$ cat src/rtl/pc_pkg.sv
// rtl/pc_pkg.sv - next-PC select and FSM state encodings shared by the PC unit
package pc_pkg;

  typedef logic [2:0] pc_sel_t;

  localparam pc_sel_t PC_SEL_REDIR = 3'd0;
  localparam pc_sel_t PC_SEL_HOLD  = 3'd1;
  localparam pc_sel_t PC_SEL_BR    = 3'd2;
  localparam pc_sel_t PC_SEL_JMP   = 3'd3;
  localparam pc_sel_t PC_SEL_RET   = 3'd4;
  localparam pc_sel_t PC_SEL_SEQ   = 3'd5;

  localparam logic [0:0] ST_IDLE = 1'b0;
  localparam logic [0:0] ST_RUN  = 1'b1;

endpackage

$ cat src/rtl/pc_ras.sv
// rtl/pc_ras.sv - circular return-address stack; a push on a full stack overwrites the oldest entry
module pc_ras #(
  parameter int W     = 32,
  parameter int DEPTH = 8
) (
  input  logic                       clk,
  input  logic                       rst,
  input  logic                       push,
  input  logic                       pop,
  input  logic                       clr,
  input  logic [W-1:0]               push_data,
  output logic [W-1:0]               top,
  output logic [$clog2(DEPTH):0]     count,
  output logic                       ovf
);
  import pc_pkg::*;

  localparam int PW = $clog2(DEPTH);
  localparam logic [PW:0] FULL = (PW+1)'(DEPTH);

  logic [W-1:0]  mem [DEPTH];
  logic [PW-1:0] wp;

  // wp is the next free slot, so the top of stack sits just below it
  assign top = mem[wp - PW'(1)];

  always_ff @(posedge clk) begin
    if (!rst && !clr && push) begin
      mem[wp] <= push_data;
    end
  end

  always_ff @(posedge clk) begin
    if (rst) begin
      wp    <= '0;
      count <= '0;
      ovf   <= 1'b0;
    end else if (clr) begin
      wp    <= '0;
      count <= '0;
    end else if (push) begin
      wp <= wp + PW'(1);
      if (count == FULL) begin
        ovf <= 1'b1;
      end else begin
        count <= count + (PW+1)'(1);
      end
    end else if (pop && (count != '0)) begin
      wp    <= wp - PW'(1);
      count <= count - (PW+1)'(1);
    end
  end

endmodule

$ cat src/rtl/pc_unit.sv
// rtl/pc_unit.sv - fetch-address generator: PC register, run/idle FSM, next-PC priority mux and RAS
module pc_unit #(
  parameter int                ADDR_W       = 32,
  parameter int                INC          = 4,
  parameter logic [ADDR_W-1:0] RESET_VECTOR = '0,
  parameter int                RAS_DEPTH    = 8
) (
  input  logic                         clk,
  input  logic                         rst,
  input  logic                         start,
  input  logic                         stall,
  input  logic                         redirect_i,
  input  logic [ADDR_W-1:0]            redirect_addr_i,
  input  logic                         branch_i,
  input  logic [ADDR_W-1:0]            branch_addr_i,
  input  logic                         jump_i,
  input  logic                         call_i,
  input  logic [ADDR_W-1:0]            jump_addr_i,
  input  logic                         ret_i,
  input  logic [ADDR_W-1:0]            ret_addr_i,
  output logic [ADDR_W-1:0]            pc_o,
  output logic [ADDR_W-1:0]            pc_next_o,
  output logic                         running_o,
  output logic [$clog2(RAS_DEPTH):0]   ras_count_o,
  output logic                         ras_ovf_o
);
  import pc_pkg::*;

  logic [0:0]        state;
  pc_sel_t           sel;
  logic              active;
  logic              ras_push;
  logic              ras_pop;
  logic              ras_clr;
  logic              ras_empty;
  logic [ADDR_W-1:0] pc_seq;
  logic [ADDR_W-1:0] ras_top;

  assign running_o = (state == ST_RUN);
  assign active    = running_o && start;
  assign pc_seq    = pc_o + ADDR_W'(INC);
  assign ras_empty = (ras_count_o == '0);

  always_comb begin
    sel = PC_SEL_SEQ;
    if (redirect_i)    sel = PC_SEL_REDIR;
    else if (stall)    sel = PC_SEL_HOLD;
    else if (branch_i) sel = PC_SEL_BR;
    else if (jump_i)   sel = PC_SEL_JMP;
    else if (ret_i)    sel = PC_SEL_RET;
  end

  // RAS side effects only for the request that actually wins the mux
  assign ras_push = active && (sel == PC_SEL_JMP) && call_i;
  assign ras_pop  = active && (sel == PC_SEL_RET) && !ras_empty;
  assign ras_clr  = running_o && !start;

  always_comb begin
    pc_next_o = RESET_VECTOR;
    if (active) begin
      case (sel)
        PC_SEL_REDIR: pc_next_o = redirect_addr_i;
        PC_SEL_HOLD:  pc_next_o = pc_o;
        PC_SEL_BR:    pc_next_o = branch_addr_i;
        PC_SEL_JMP:   pc_next_o = jump_addr_i;
        PC_SEL_RET:   pc_next_o = ras_empty ? ret_addr_i : ras_top;
        default:      pc_next_o = pc_seq;
      endcase
    end
  end

  always_ff @(posedge clk) begin
    if (rst) begin
      state <= ST_IDLE;
      pc_o  <= RESET_VECTOR;
    end else begin
      state <= start ? ST_RUN : ST_IDLE;
      pc_o  <= pc_next_o;
    end
  end

  pc_ras #(
    .W     (ADDR_W),
    .DEPTH (RAS_DEPTH)
  ) u_ras (
    .clk       (clk),
    .rst       (rst),
    .push      (ras_push),
    .pop       (ras_pop),
    .clr       (ras_clr),
    .push_data (pc_seq),
    .top       (ras_top),
    .count     (ras_count_o),
    .ovf       (ras_ovf_o)
  );

endmodule

$ cat config.mk
export PLATFORM = sky130hd
export DESIGN_NAME = pc_unit
export DESIGN_NICKNAME = d
export VERILOG_FILES = /design/src/rtl/pc_pkg.sv /design/src/rtl/pc_ras.sv /design/src/rtl/pc_unit.sv
export SDC_FILE = /design/constraint.sdc
export NUM_CORES = 1
export LEC_CHECK = 0
export CORE_UTILIZATION = 40
export CTS_CLUSTER_DIAMETER = 50
export DETAILED_ROUTE_END_ITERATION = 8
export PLACE_DENSITY_LB_ADDON = 0.25
export SETUP_SLACK_MARGIN = 0.15
export SLEW_MARGIN = 20
export SYNTH_ARGS = -nofsm -noshare
export SYNTH_HDL_FRONTEND = slang
export SYNTH_SLANG_ARGS = --single-unit
$ cat constraint.sdc
create_clock -name clk -period 8.33 [get_ports clk]
set_input_delay 1.666 -clock clk [delete_from_list [all_inputs] [get_ports clk]]
set_output_delay 1.666 -clock clk [all_outputs]
set_load 0.05 [all_outputs]
==> flow_summary.ini <==
[final_layout]
n_antenna_cell = 0
drive_gt1_share_pct = 13.2
final_cell_mix = 256 x edfxtp_1, 204 x clkdlybuf4s50_1, 74 x nor3_1
synthToLayoutAreaGrowth_pct = 26.9
layout_commonest_cell = edfxtp_1
nets = 1330
nFillCells = 2804
fin_util_pct = 51.5

[power]
p_int_w = 0.00253
ir_drop_v = 0.000110
comb_power_share_pct = 6.4
p_total_w = 0.00323
p_leak_nw = 5.52
switchingPower_w = 0.000695
seqPwrFrac_pct = 49.9
clockPowerShare_pct = 43.7
switching_share_pct = 21.5
p_per_area_mw_per_mm2 = 187

[route]
wl_met2_mm = 20.0
drc = 0
wl_met1_mm = 17.3
vias = 9825
wl_per_cell_um = 25.2
route.met3.wl_mm = 3.46
routed_wl_mm = 41.9
avgViaCountPerCell = 5.92
top_layer = met4
drtAntennaViolNets = 0
firstDrtPassIters = 5
drt-initial-drc-count = 891

[clock_tree]
cts_tree = yes
clock-sinks = 297
cts_resized = 0
ctsHoldBuffers = 0
cts_root_buf = clkbuf_16
post-cts-setup-buffers = 0
worst_skew_pair.late_latency_ps = 510
cts_made_buffers = 35
clk_transition_reported_paths_ps = 50
cts-htree-levels = 2
cts_buffer_depth = 3

[global_routing]
grt_pass1_vias = 9801
grt_pass1_wl_mm = 61.1
antenna_found_initial = 0
grt_use_total_pct = 24.4
grt_max_degree = 51
grt-ovfl-total = 0

[setup_path]
crit_chain = clkdlybuf4s50_1 > nor3_1 > nand3_2 > a221oi_1 > a211oi_1 > a211oi_1 > clkdlybuf4s50_1
start_kind = input port
crit_fanout = 23
crit_type = input port to primary output
cp_slowest_cell = clkdlybuf4s50_1
slowest_delay_ps = 870
critPathCaptureType = primary output
arrival_ps = 5560
critPathRequiredTime_ps = 6660

[placement]
gp_congestion = 0.804
post-dp-hpwl_mm = 27.8
io_buffer_count = 206

[sta]
fin_crit_ps = 7230
skew_ps = 17.8
clock.fmax_mhz = 138
fin_crit_sh_pct = 86.8
fin_setup_tns_ps = 0
grt_setup_unrepaired = no
maxSlewHeadroom_pct = 25.3
slew_viol_final = 0
setup_viol = 0
whs_ps = 480
tightest_slew_ps = 1120
final_hold_viol_count = 0

[logic_synthesis]
syn_avg_cell_area_um2 = 13.8
ys_seq_area_share_pct = 62.7
async_flop_share_pct = 0
synth_fp_nets = 1125
synth_seq_cells = 297
ys_warn_count = 0
synth_area_mm2 = 0.0136
synth_top_cell_by_area = edfxtp_1
synth_cells = 983
synth_top_area_share_pct = 56.7
synth_cell_types = 63
synth_area_leaders = edfxtp_1 57%, mux4_2 6.8%, dfxtp_1 6.1%, mux2i_1 4.2%, nor3_1 2.9%
synth_edf_count = 256
synth-main-ff-cell = edfxtp_1

[floorplan]
io_pins = 207
die_area_mm2 = 0.0346
initial_core_util_pct = 40.5
core_mm2 = 0.0334
rows = 67
die_w_um = 186
die_h_um = 186

[run]
drv_cap = 0

[worst_hold_path]
hold_class = register to register

[run_status]
outcome = finished clean
## power groups by stage
stage | combinational [W] | clock (W) | sequential, W
global route | 0.000221 | 0.00149 | 0.00161
floorplan | 0.0000833 | 0 | 0.00165
CTS | 0.000208 | 0.00143 | 0.00161
finish | 0.000208 | 0.00141 | 0.00161
detailed placement | 0.000206 | 0 | 0.00164
global placement | 0.000206 | 0 | 0.00164
## cells by family after synthesis
logic type / Yosys count / share of synthesized area, %
DFF: 297 / 62.7
muxes: 99 / 11.2
buffers and inverters: 82 / 2.93
and+or+nand+nor: 302 / 11.3
AOI/OAI and AO/OA: 176 / 9.95
adders and majority gates: 5 / 0.461
xor gates and xnor gates: 22 / 1.42
## metrics by stage
step / instance area [um2] / cells / setup slack (ps)
floorplan: 13600 / 983 / 1960
global placement: 16100 / 1599 / 1260
detailed placement: 16200 / 1599 / 1170
CTS: 17200 / 1661 / 1130
global route: 17200 / 1661 / 872
finish: 17200 / 1661 / 1100
## worst paths after layout
check,from,endpoint,slack (ps),cells after the start
setup / recovery,branch_i,pc_next_o[14],1100,7
hold / removal,u_ras.ovf,u_ras.ovf,480,2
setup reg to reg,u_ras.wp[1],pc_o[22],5030,8
hold reg to reg,u_ras.ovf,u_ras.ovf,480,2
## critical path: cells and delay by family
kind                   cells  cell delay, ps
buffers and inverters      2            1730
AO/OA/AOI/OAI              3             960
AND/OR/NAND/NOR            2            1180
## final cells by class
type                    instances  area, um2  share of cell area [%]
well taps                     448        561                    3.26
repair buffers                239       2300                    13.4
clock buffers                  49        991                    5.76
multi-input cells             604       4740                    27.6
clock inverters                13       67.6                   0.393
flip-flops and latches        297       8510                    49.4
inverters                      11       41.3                   0.240
## cells in the mapped netlist (2+ instances only)
master,instances
edfxtp_1,256
nor3_1,78
nand2_1,66
mux2i_1,57
nor2_1,57
dfxtp_1,41
mux4_2,41
clkbuf_1,36
a211oi_1,30
a221oi_1,28
a22oi_1,25
o21ai_0,20
buf_2,18
nor4_1,17
nor2b_1,16
nand3_1,15
a21oi_1,14
xnor2_1,13
a2111oi_0,11
or2_2,11
buf_4,10
inv_1,10
a221o_1,9
nand4_1,9
xor2_1,9
a22o_1,6
nand2b_1,6
and4_1,5
ha_1,5
a311oi_1,4
a31oi_1,4
buf_6,4
o21a_1,4
o31a_1,4
or3_1,4
and3_1,3
buf_1,3
nor3b_1,3
o31a_2,3
a21o_1,2
and2_1,2
o221a_2,2
or4_1,2
## flip-flops by register name, indices dropped and copies added, names as in the netlist
| signal | count |
|---|---|
| u_ras.ovf | 1 |
| u_ras.mem | 256 |
| pc_o | 32 |
| running_o | 1 |
| u_ras.count | 4 |
| u_ras.wp | 3 |
## layer usage
layer | track usage [%] | vias to the layer above
met5 | 0 | -
met4 | 7.61 | 0
met3 | 4.89 | 79
met2 | 40.6 | 479
met1 | 32.2 | 4928
li1 | - | 4339
Power figures use the tool's default switching activity.
